## src/rtl/pigro_pkg.sv

```systemverilog
// Shared PIGRO definitions: opcode values and instruction field positions.
package pigro_pkg;

    localparam int unsigned INSTR_W  = 32;
    localparam int unsigned OPC_W    = 5;
    localparam int unsigned OPC_LSB  = 27;
    localparam int unsigned IMMF_BIT = 26;
    localparam int unsigned RD_LSB   = 22;
    localparam int unsigned RA_LSB   = 18;
    localparam int unsigned RB_LSB   = 14;
    localparam int unsigned RSLOT_W  = 4;

    localparam logic [OPC_W-1:0] NOP = 5'd0;
    localparam logic [OPC_W-1:0] JMP = 5'd1;
    localparam logic [OPC_W-1:0] ADD = 5'd2;
    localparam logic [OPC_W-1:0] SUB = 5'd3;
    localparam logic [OPC_W-1:0] STR = 5'd4;
    localparam logic [OPC_W-1:0] LDR = 5'd5;
    localparam logic [OPC_W-1:0] AND = 5'd6;
    localparam logic [OPC_W-1:0] OR  = 5'd7;

    // NOP and JMP are the only opcodes that read no register.
    function automatic logic reads_regs(input logic [OPC_W-1:0] opc);
        return (opc != NOP) && (opc != JMP);
    endfunction

endpackage

```

## src/rtl/hazard_cmp.sv

```systemverilog
// RAW hazard detection: compares the used source registers against every
// downstream destination slot that is actually going to be written.
module hazard_cmp #(
    parameter int unsigned NSRC = 3,
    parameter int unsigned RA_W = 4
) (
    input  logic [RA_W-1:0]      src_a,
    input  logic [RA_W-1:0]      src_b,
    input  logic                 use_a,
    input  logic                 use_b,
    input  logic [NSRC*RA_W-1:0] hz_dst,
    input  logic [NSRC-1:0]      hz_wen,
    output logic                 hazard
);

    always_comb begin
        hazard = 1'b0;
        for (int i = 0; i < NSRC; i++) begin
            if (hz_wen[i]) begin
                if (use_a && (hz_dst[i*RA_W +: RA_W] == src_a)) hazard = 1'b1;
                if (use_b && (hz_dst[i*RA_W +: RA_W] == src_b)) hazard = 1'b1;
            end
        end
    end

endmodule

```

## src/rtl/decode_stage.sv

```systemverilog
// PIGRO decode/issue stage: field split, regfile addressing, RAW hazard stall,
// local jump resolution and a valid/ready output register.
module decode_stage
    import pigro_pkg::*;
#(
    parameter int unsigned DATA_W = 32,
    parameter int unsigned RA_W   = 4,
    parameter int unsigned PC_W   = 5,
    parameter int unsigned IMM_W  = 18,
    parameter int unsigned NSRC   = 3
) (
    input  logic                 clk,
    input  logic                 rst,
    input  logic                 in_valid,
    output logic                 in_ready,
    input  logic [INSTR_W-1:0]   in_instr,
    input  logic [PC_W-1:0]      in_pc,
    output logic [RA_W-1:0]      rf_addr_a,
    output logic [RA_W-1:0]      rf_addr_b,
    input  logic [DATA_W-1:0]    rf_data_a,
    input  logic [DATA_W-1:0]    rf_data_b,
    input  logic [NSRC*RA_W-1:0] hz_dst,
    input  logic [NSRC-1:0]      hz_wen,
    input  logic                 flush,
    output logic                 out_valid,
    input  logic                 out_ready,
    output logic [OPC_W-1:0]     out_opcode,
    output logic [RA_W-1:0]      out_dest,
    output logic [RA_W-1:0]      out_src_a,
    output logic [DATA_W-1:0]    out_data_a,
    output logic [DATA_W-1:0]    out_data_b,
    output logic [DATA_W-1:0]    out_imm,
    output logic                 out_isimm,
    output logic [PC_W-1:0]      out_pc,
    output logic                 jump_valid,
    output logic [PC_W-1:0]      jump_target,
    output logic                 stall,
    output logic [15:0]          stall_cnt
);

    logic [OPC_W-1:0]   opc;
    logic               isimm;
    logic [RSLOT_W-1:0] rd_slot, ra_slot, rb_slot;
    logic [RA_W-1:0]    rd, ra, rb;
    logic [IMM_W-1:0]   imm_field;
    logic [PC_W-1:0]    displ;
    logic               use_a, use_b, is_jmp, hazard, accept;
    logic [DATA_W-1:0]  imm_ext;
    logic [PC_W-1:0]    jump_target_d;

    logic               out_valid_q, out_isimm_q, jump_valid_q;
    logic [OPC_W-1:0]   out_opcode_q;
    logic [RA_W-1:0]    out_dest_q, out_src_a_q;
    logic [DATA_W-1:0]  out_data_a_q, out_data_b_q, out_imm_q;
    logic [PC_W-1:0]    out_pc_q, jump_target_q;
    logic [15:0]        stall_cnt_q;

    assign opc       = in_instr[OPC_LSB +: OPC_W];
    assign isimm     = in_instr[IMMF_BIT];
    assign rd_slot   = in_instr[RD_LSB +: RSLOT_W];
    assign ra_slot   = in_instr[RA_LSB +: RSLOT_W];
    assign rb_slot   = in_instr[RB_LSB +: RSLOT_W];
    assign rd        = rd_slot[RA_W-1:0];
    assign ra        = ra_slot[RA_W-1:0];
    assign rb        = rb_slot[RA_W-1:0];
    assign imm_field = in_instr[IMM_W-1:0];
    assign displ     = in_instr[PC_W-1:0];

    assign is_jmp = (opc == JMP);
    assign use_a  = reads_regs(opc);
    assign use_b  = use_a && !isimm;

    assign rf_addr_a = ra;
    assign rf_addr_b = rb;

    hazard_cmp #(
        .NSRC (NSRC),
        .RA_W (RA_W)
    ) u_hazard_cmp (
        .src_a  (ra),
        .src_b  (rb),
        .use_a  (use_a),
        .use_b  (use_b),
        .hz_dst (hz_dst),
        .hz_wen (hz_wen),
        .hazard (hazard)
    );

    assign stall    = in_valid && hazard;
    assign in_ready = rst && !flush && !jump_valid_q && !hazard && (!out_valid_q || out_ready);
    assign accept   = in_valid && in_ready;

    assign imm_ext       = DATA_W'($signed(imm_field));
    // Register-form jumps are pc-relative and wrap modulo the pc width.
    assign jump_target_d = isimm ? displ : in_pc + displ;

    always_ff @(posedge clk) begin
        if (!rst) begin
            out_valid_q   <= 1'b0;
            out_opcode_q  <= NOP;
            out_dest_q    <= '0;
            out_src_a_q   <= '0;
            out_data_a_q  <= '0;
            out_data_b_q  <= '0;
            out_imm_q     <= '0;
            out_isimm_q   <= 1'b0;
            out_pc_q      <= '0;
            jump_valid_q  <= 1'b0;
            jump_target_q <= '0;
            stall_cnt_q   <= '0;
        end else begin
            if (flush) begin
                out_valid_q <= 1'b0;
            end else if (accept && !is_jmp) begin
                out_valid_q  <= 1'b1;
                out_opcode_q <= opc;
                out_dest_q   <= rd;
                out_src_a_q  <= ra;
                out_data_a_q <= rf_data_a;
                out_data_b_q <= isimm ? '0 : rf_data_b;
                out_imm_q    <= isimm ? imm_ext : '0;
                out_isimm_q  <= isimm;
                out_pc_q     <= in_pc;
            end else if (out_ready) begin
                // Drain, or a JMP consumed as a bubble.
                out_valid_q <= 1'b0;
            end

            jump_valid_q <= accept && is_jmp;
            if (accept && is_jmp) jump_target_q <= jump_target_d;

            if (stall && (stall_cnt_q != 16'hFFFF)) stall_cnt_q <= stall_cnt_q + 16'd1;
        end
    end

    assign out_valid   = out_valid_q;
    assign out_opcode  = out_opcode_q;
    assign out_dest    = out_dest_q;
    assign out_src_a   = out_src_a_q;
    assign out_data_a  = out_data_a_q;
    assign out_data_b  = out_data_b_q;
    assign out_imm     = out_imm_q;
    assign out_isimm   = out_isimm_q;
    assign out_pc      = out_pc_q;
    assign jump_valid  = jump_valid_q;
    assign jump_target = jump_target_q;
    assign stall_cnt   = stall_cnt_q;

endmodule

```

## config.mk

```make
export PLATFORM = sky130hd
export DESIGN_NAME = decode_stage
export DESIGN_NICKNAME = d
export VERILOG_FILES = /design/src/rtl/pigro_pkg.sv /design/src/rtl/hazard_cmp.sv /design/src/rtl/decode_stage.sv
export SDC_FILE = /design/constraint.sdc
export NUM_CORES = 1
export LEC_CHECK = 0
export ABC_AREA = 0
export BUFFER_PORTS_ARGS = -buffer_cell sky130_fd_sc_hd__clkbuf_2
export CAP_MARGIN = 20
export CORE_AREA = 2 2 117 119
export DETAILED_ROUTE_END_ITERATION = 6
export DIE_AREA = 0 0 119 121
export PLACE_DENSITY = 0.85
export RECOVER_POWER = 50
export SETUP_SLACK_MARGIN = 0.15
export SYNTH_ARGS = -nofsm -noshare
export SYNTH_HDL_FRONTEND = slang
export SYNTH_SLANG_ARGS = --single-unit
export TNS_END_PERCENT = 20
```

## constraint.sdc

```tcl
create_clock -name clk -period 2.16 [get_ports clk]
set_input_delay 0.324 -clock clk [delete_from_list [all_inputs] [get_ports clk]]
set_output_delay 0.324 -clock clk [all_outputs]
set_load 0.1 [all_outputs]
```

==> reports/metrics.cfg, run 1 <==
[layout]
diodes=0
area_growth_syn_to_layout_pct=48.3
drive_gt1_share_pct=39.5
regArea_mm2=0.00250
fin_nets=1039
stdcell_count=1101
multi_input_area_mm2=0.00265
fillerInstances=1109

[die]
die-area_mm2=0.0144
die_h_um=121
std_cell_rows=42
die_w_um=119
io_pins=269
start_util_pct=41.3
core_area_mm2=0.0131

[sta]
period_share_pct=99.2
fin_crit_ns=2.14
relSlewSlack_pct=21.0
hold_ws_ns=0.0941
setup_violations=0
hold_viol=0
worstMarginPinSlew_ns=1.19
fmax_ghz=0.467
fin_skew_ns=0.00529
rsz0062_at_grt=yes
finalMaxSlewViolations=0

[flow_run]
maxCapViolCount=0

[clock_network]
cts_root_buffer=clkbuf_16
clock_sinks=124
cts_max_level=4
insertion_delay_ns=0.41
clk_pin_slew_worst_paths_ns=0.06
numCtsBuffers=17
clk_path_buf_depth=2
cts_tree=yes

[global_route]
first_global_vias=5276
grt_overflow=0
grt_max_degree=120
grt_use_met3_pct=6.44
grt_usage_pct=22.8
grtUsageMet2_pct=39.3
grt_pass1_wl_mm=26.0
grt.busiest_layer=met2
met1_usage_pct=26.4
antenna_found_initial=0

[synth]
muxShareOfSynthArea_pct=1.67
syn_avg_cell_area_um2=8.54
synth_xor_area_share_pct=3.89
synth-warning-count=0
synth_area_mm2=0.00540
synth-seq-cells=124
syn_inst=632
synth_top_family_by_area=simple AND/OR/NAND/NOR gates
yosysUniqueCellTypes=53
synth_enable_flop_cells=0
synth-async-reset-ratio_pct=0
synthFlopType=dfxtp_1
synth_compound_area_share_pct=10.8
ys_seq_area_share_pct=46.0
synth_fp_nets=759
synthAdderAreaFrac_pct=1.53
synth-simple-area-share_pct=28.1

[worst_setup_path]
cp.arrival_ns=2.49
critPathSlowestCell=a211o_1
critPathBufInv=0
r2r_slack_ns=0.02
worstPathRequired_ns=2.50
critPathMaxFanout=6
crit_chain=ha_4 -> and3_4 -> nor3b_4 -> nand4b_1 -> a211o_1 -> or3_1 -> a21oi_1
cp_top_family=simple AND/OR/NAND/NOR gates
crit_path_max_incr_delay_ns=0.41
worstSetupStartpointType=flip-flop
cp-end-kind=flip-flop
critical_path_class=flip-flop to flip-flop

[drt]
ant_nets=0
dr.pass1.iters=4
drc=0
detail_route.iter0.violations=440
wirelength_mm=17.0
avgViaCountPerCell=5.15
num_vias=5671
wl_per_cell_um=15.5

[placed_design]
hpwlAfterDp_mm=11.9
placed_cells=1053
gp_congestion=0.808
portBuffers=268

[pwr]
power_leakage_nw=4.02
powerDensity_mw_per_mm2=881
ir_worst_vdd_v=0.000556
finalPower_mw=7.06

[run_status]
status=finished, final reports clean

[hold_path]
min_path_type=input port to flip-flop

-- repair_timing --
action,4_1_cts,5_1_grt
buffers inserted,3,12
gates resized for setup,12,32
hold buffers,0,0
setup endpoints to repair,4,37
pin swaps,8,14
-- metal layers --
layer  routed length (um)  up-vias
met5                    0        -
met4                  447        0
met3                 1110       34
met2                 8640      245
met1                 6810     2660
li1                     -     2732
-- cells in the mapped netlist (5+ instances only) --
master | count | area (um2)
o21ai_0 | 9 | 45.0
xnor2_1 | 8 | 70.1
a31o_2 | 5 | 43.8
xor2_1 | 16 | 140
nand3_1 | 90 | 450
a21oi_1 | 6 | 30.0
nor2_1 | 16 | 60.1
buf_2 | 14 | 70.1
clkbuf_1 | 14 | 52.6
nor3_1 | 8 | 40.0
a31o_1 | 27 | 236
buf_4 | 27 | 203
mux2i_1 | 9 | 90.1
inv_1 | 14 | 52.6
buf_1 | 6 | 22.5
ha_1 | 5 | 62.6
nand2_1 | 130 | 488
nand2b_1 | 9 | 56.3
and3_1 | 34 | 213
dfxtp_1 | 124 | 2480
-- kinds of logic (layout without fill, tap and decap cells) --
| family | Yosys count | after routing |
|---|---|---|
| xor gates and xnor gates | 24 | 24 |
| and+or+nand+nor | 315 | 315 |
| muxes | 9 | 9 |
| adders and majority gates | 6 | 6 |
| AOI/OAI and AO/OA | 75 | 75 |
| DFF | 124 | 124 |
| buffers and inverters | 79 | 372 |
-- flip-flops by register name (all words and copies together) (netlist names) --
| register | flops |
|---|---|
| out_opcode | 5 |
| out_valid | 1 |
| out_src_a | 4 |
| out_pc | 5 |
| out_imm | 18 |
| jump_target | 5 |
| out_dest | 4 |
| out_data_a | 32 |
| stall_cnt | 16 |
| jump_valid | 1 |
| out_isimm | 1 |
| out_data_b | 32 |
-- cells in the final DEF, fill, tap and decap left out, drive strengths merged, types with 5 or more instances in the layout --
cell / instances
a21oi: 6
nand2b: 9
nand2: 130
a31o: 32
inv: 17
nand3: 90
xnor2: 8
xor2: 16
nor4: 5
and3: 34
mux2i: 9
dfxtp: 124
o31ai: 5
clkbuf: 283
nor3: 8
ha: 5
nor2: 16
o21ai: 13
buf: 65
-- where the power goes --
group,switching [mW],internal [mW]
registers,0.0538,2.38
logic,1.23,0.371
clock network,1.01,2.01
total,2.30,4.76
-- final timing paths --
path | from | to | cells after the start
worst max-delay path | stall_cnt[1] | stall_cnt[13] | 7
worst min-delay path | rf_data_a[20] | out_data_a[20] | 3
worst max register to register | stall_cnt[1] | stall_cnt[13] | 7
worst min register to register | out_data_a[11] | out_data_a[11] | 2
-- worst min-delay path: cells and delay by family --
family | cells | cell delay, ns
buf+inv | 1 | 0.07
simple gates | 2 | 0.08
-- final cells by class --
cell class	count	area share (%)
multi-input combinational	429	33.1
sequential	124	31.2
timing repair buffer	325	24.2
clock buffer	23	6.36
tap	176	2.75
clock inverter	9	1.61
inverter	15	0.797
-- per-stage QoR --
step                      setup slack, ns  setup TNS [ns]  utilization (%)  instance area, um2
after global placement             -0.169          -13.51             54.5                7130
after floorplan                    0.0840               0                -                5580
after detailed placement           -0.227          -17.20             54.5                7130
after global routing              -0.0222         -0.0259             61.2                8010
final                              0.0174               0             61.2                8010
after CTS                          0.0284               0             60.1                7860
Note: power is estimated with default switching activity, not from simulation.
==> run 2: changes to the inputs <==
RECOVER_POWER = 25   (was 50)
==> run 2 against run 1 <==
Against the previous run:
- combinational power is essentially flat
- worst hold slack is essentially flat
- largest power group unchanged
- cell count is the same
- worst setup slack gained 0.022 ns
- count of clock-buffer cells in the layout is the same
- die area is the same
- critical path depth is the same
- non-clock buffer count is the same
- largest cell class unchanged
- utilization grew 0.32 points
- global-route usage is the same
==> reports/metrics.cfg, run 2 (synthesized netlist as in run 1, its figures left out) <==
[run_status]
status=finished, final reports clean

[clock_network]
clock_sinks=124
cts_tree=yes
holdBufCountCts=0
numCtsBuffers=17
cts_max_level=4
cts_root_buffer=clkbuf_16
clk_pin_slew_worst_paths_ns=0.06
clk_path_buf_depth=2
insertion_delay_ns=0.41

[layout]
mostFrequentLayoutCell=clkbuf_2
fin_nets=1039
fillerInstances=1089
final_cell_mix=clkbuf_2 (227), nand2_1 (130), dfxtp_1 (106)
drive_gt1_share_pct=41.3
area_growth_syn_to_layout_pct=49.1
regArea_mm2=0.00253
utilization_pct=61.5
multi_input_area_mm2=0.00265
diodes=0

[drt]
wirelength_mm=17.0
ant_nets=0
detail_route.iter0.violations=441
wl_per_cell_um=15.5
dr.pass1.iters=6
drc=0
num_vias=5691
avgViaCountPerCell=5.17

[placed_design]
portBuffers=268
gp_congestion=0.808
hpwlAfterDp_mm=11.9

[global_route]
grt_max_degree=120
grt_overflow=0
grt_pass1_wl_mm=26.0
first_global_vias=5276
grt_usage_pct=22.8
antenna_found_initial=0

[pwr]
powerDensity_mw_per_mm2=876
ir_worst_vdd_v=0.000556
power_leakage_nw=4.04

[sta]
rsz0062_at_grt=yes
finalMaxSlewViolations=0
relSlewSlack_pct=21.0
hold_viol=0
fmax_ghz=0.472
worstMarginPinSlew_ns=1.19
setup_violations=0
period_share_pct=98.2
fin_crit_ns=2.12
fin_skew_ns=0.00529
setup_tns_ns=0

[worst_setup_path]
critPathSlowestCell=a211o_1
crit_path_max_incr_delay_ns=0.41
crit_chain=and3_4 -> and3_4 -> nor3b_4 -> nand4b_1 -> a211o_1 -> or3_1 -> a21oi_1
r2r_slack_ns=0.04
r2r_cells=7
critPathMaxFanout=6
critical_path_class=flip-flop to flip-flop
crit_path_end=stall_cnt[13]
crit_path_frequent_cell=and3_4
worstPathRequired_ns=2.50
crit_start=stall_cnt[4]
r2r_start=stall_cnt[4]
worstSetupStartpointType=flip-flop
r2r_end=stall_cnt[13]
cp-end-kind=flip-flop
cp.arrival_ns=2.46

[die]
die_h_um=121
io_pins=269
start_util_pct=41.3
std_cell_rows=42
die-area_mm2=0.0144
core_area_mm2=0.0131
die_w_um=119

[hold_path]
min_path_type=input port to flip-flop

[flow_run]
maxCapViolCount=0

==> run 2: cell count changes in the layout (fill, tap and decap cells not counted), sizes merged <==
cell	before	now
clkbuf	283	280
buf	65	68
==> run 2: worst min path at each step <==
| stage | startpoint | end | cells after the start |
|---|---|---|---|
| 3_3_place_gp | out_imm[9] | out_imm[9] | 2 |
| 2_1_floorplan | rf_data_a[0] | out_data_a[0] | 2 |
| 3_5_place_dp | out_data_a[21] | out_data_a[21] | 2 |
| 5_1_grt | rf_data_a[18] | out_data_a[18] | 3 |
| 4_1_cts | rf_data_a[30] | out_data_a[30] | 3 |
| 6_report | rf_data_a[20] | out_data_a[20] | 3 |
==> run 2: area by class of cell <==
| type | instances | area share [%] |
|---|---|---|
| Clock buffer | 23 | 6.33 |
| Clock inverter | 9 | 1.60 |
| Inverter | 15 | 0.793 |
| Multi-Input combinational cell | 429 | 32.9 |
| Sequential cell | 124 | 31.4 |
| Tap cell | 176 | 2.74 |
| Timing Repair Buffer | 325 | 24.2 |
==> run 2: where the power goes <==
part	switching (mW)	internal (mW)	total, mW
combinational	1.23	0.372	1.61
sequential	0.0537	2.38	2.43
clock	1.01	2.01	3.01
total	2.30	4.76	7.05
==> run 2: timing repair <==
action,in CTS,in global routing
setup buffers,3,12
pin swaps,8,14
gates resized for setup,12,32
endpoints found under the setup margin,4,37
==> run 2: worst max-delay path: cells and delay by family (launching register included) <==
family             cells  cell delay, ns
DFF                    1            0.34
and+or+nand+nor        5            1.17
AOI/OAI and AO/OA      2            0.53
==> run 2: metal layers <==
metal,track usage (%),routed length (um),up-vias
met5,0,0,-
met2,39.3,8630,258
met4,9.97,453,0
met1,26.4,6790,2662
met3,6.44,1160,35
li1,-,-,2736
==> run 2: per-stage QoR <==
step / cell area [um2] / std cells / hold WS [ns] / worst slack (ns) / power, mW
after floorplan: 5580 / 632 / 0.423 / 0.0840 / 3.68
after global placement: 7130 / 1053 / 0.441 / -0.169 / 4.02
after detailed placement: 7130 / 1053 / 0.444 / -0.227 / 4.04
after CTS: 7860 / 1088 / 0.0748 / 0.0284 / 7.08
after global routing: 8050 / 1101 / 0.0865 / 0.00604 / 7.29
final: 8050 / 1101 / 0.0944 / 0.0395 / 7.05
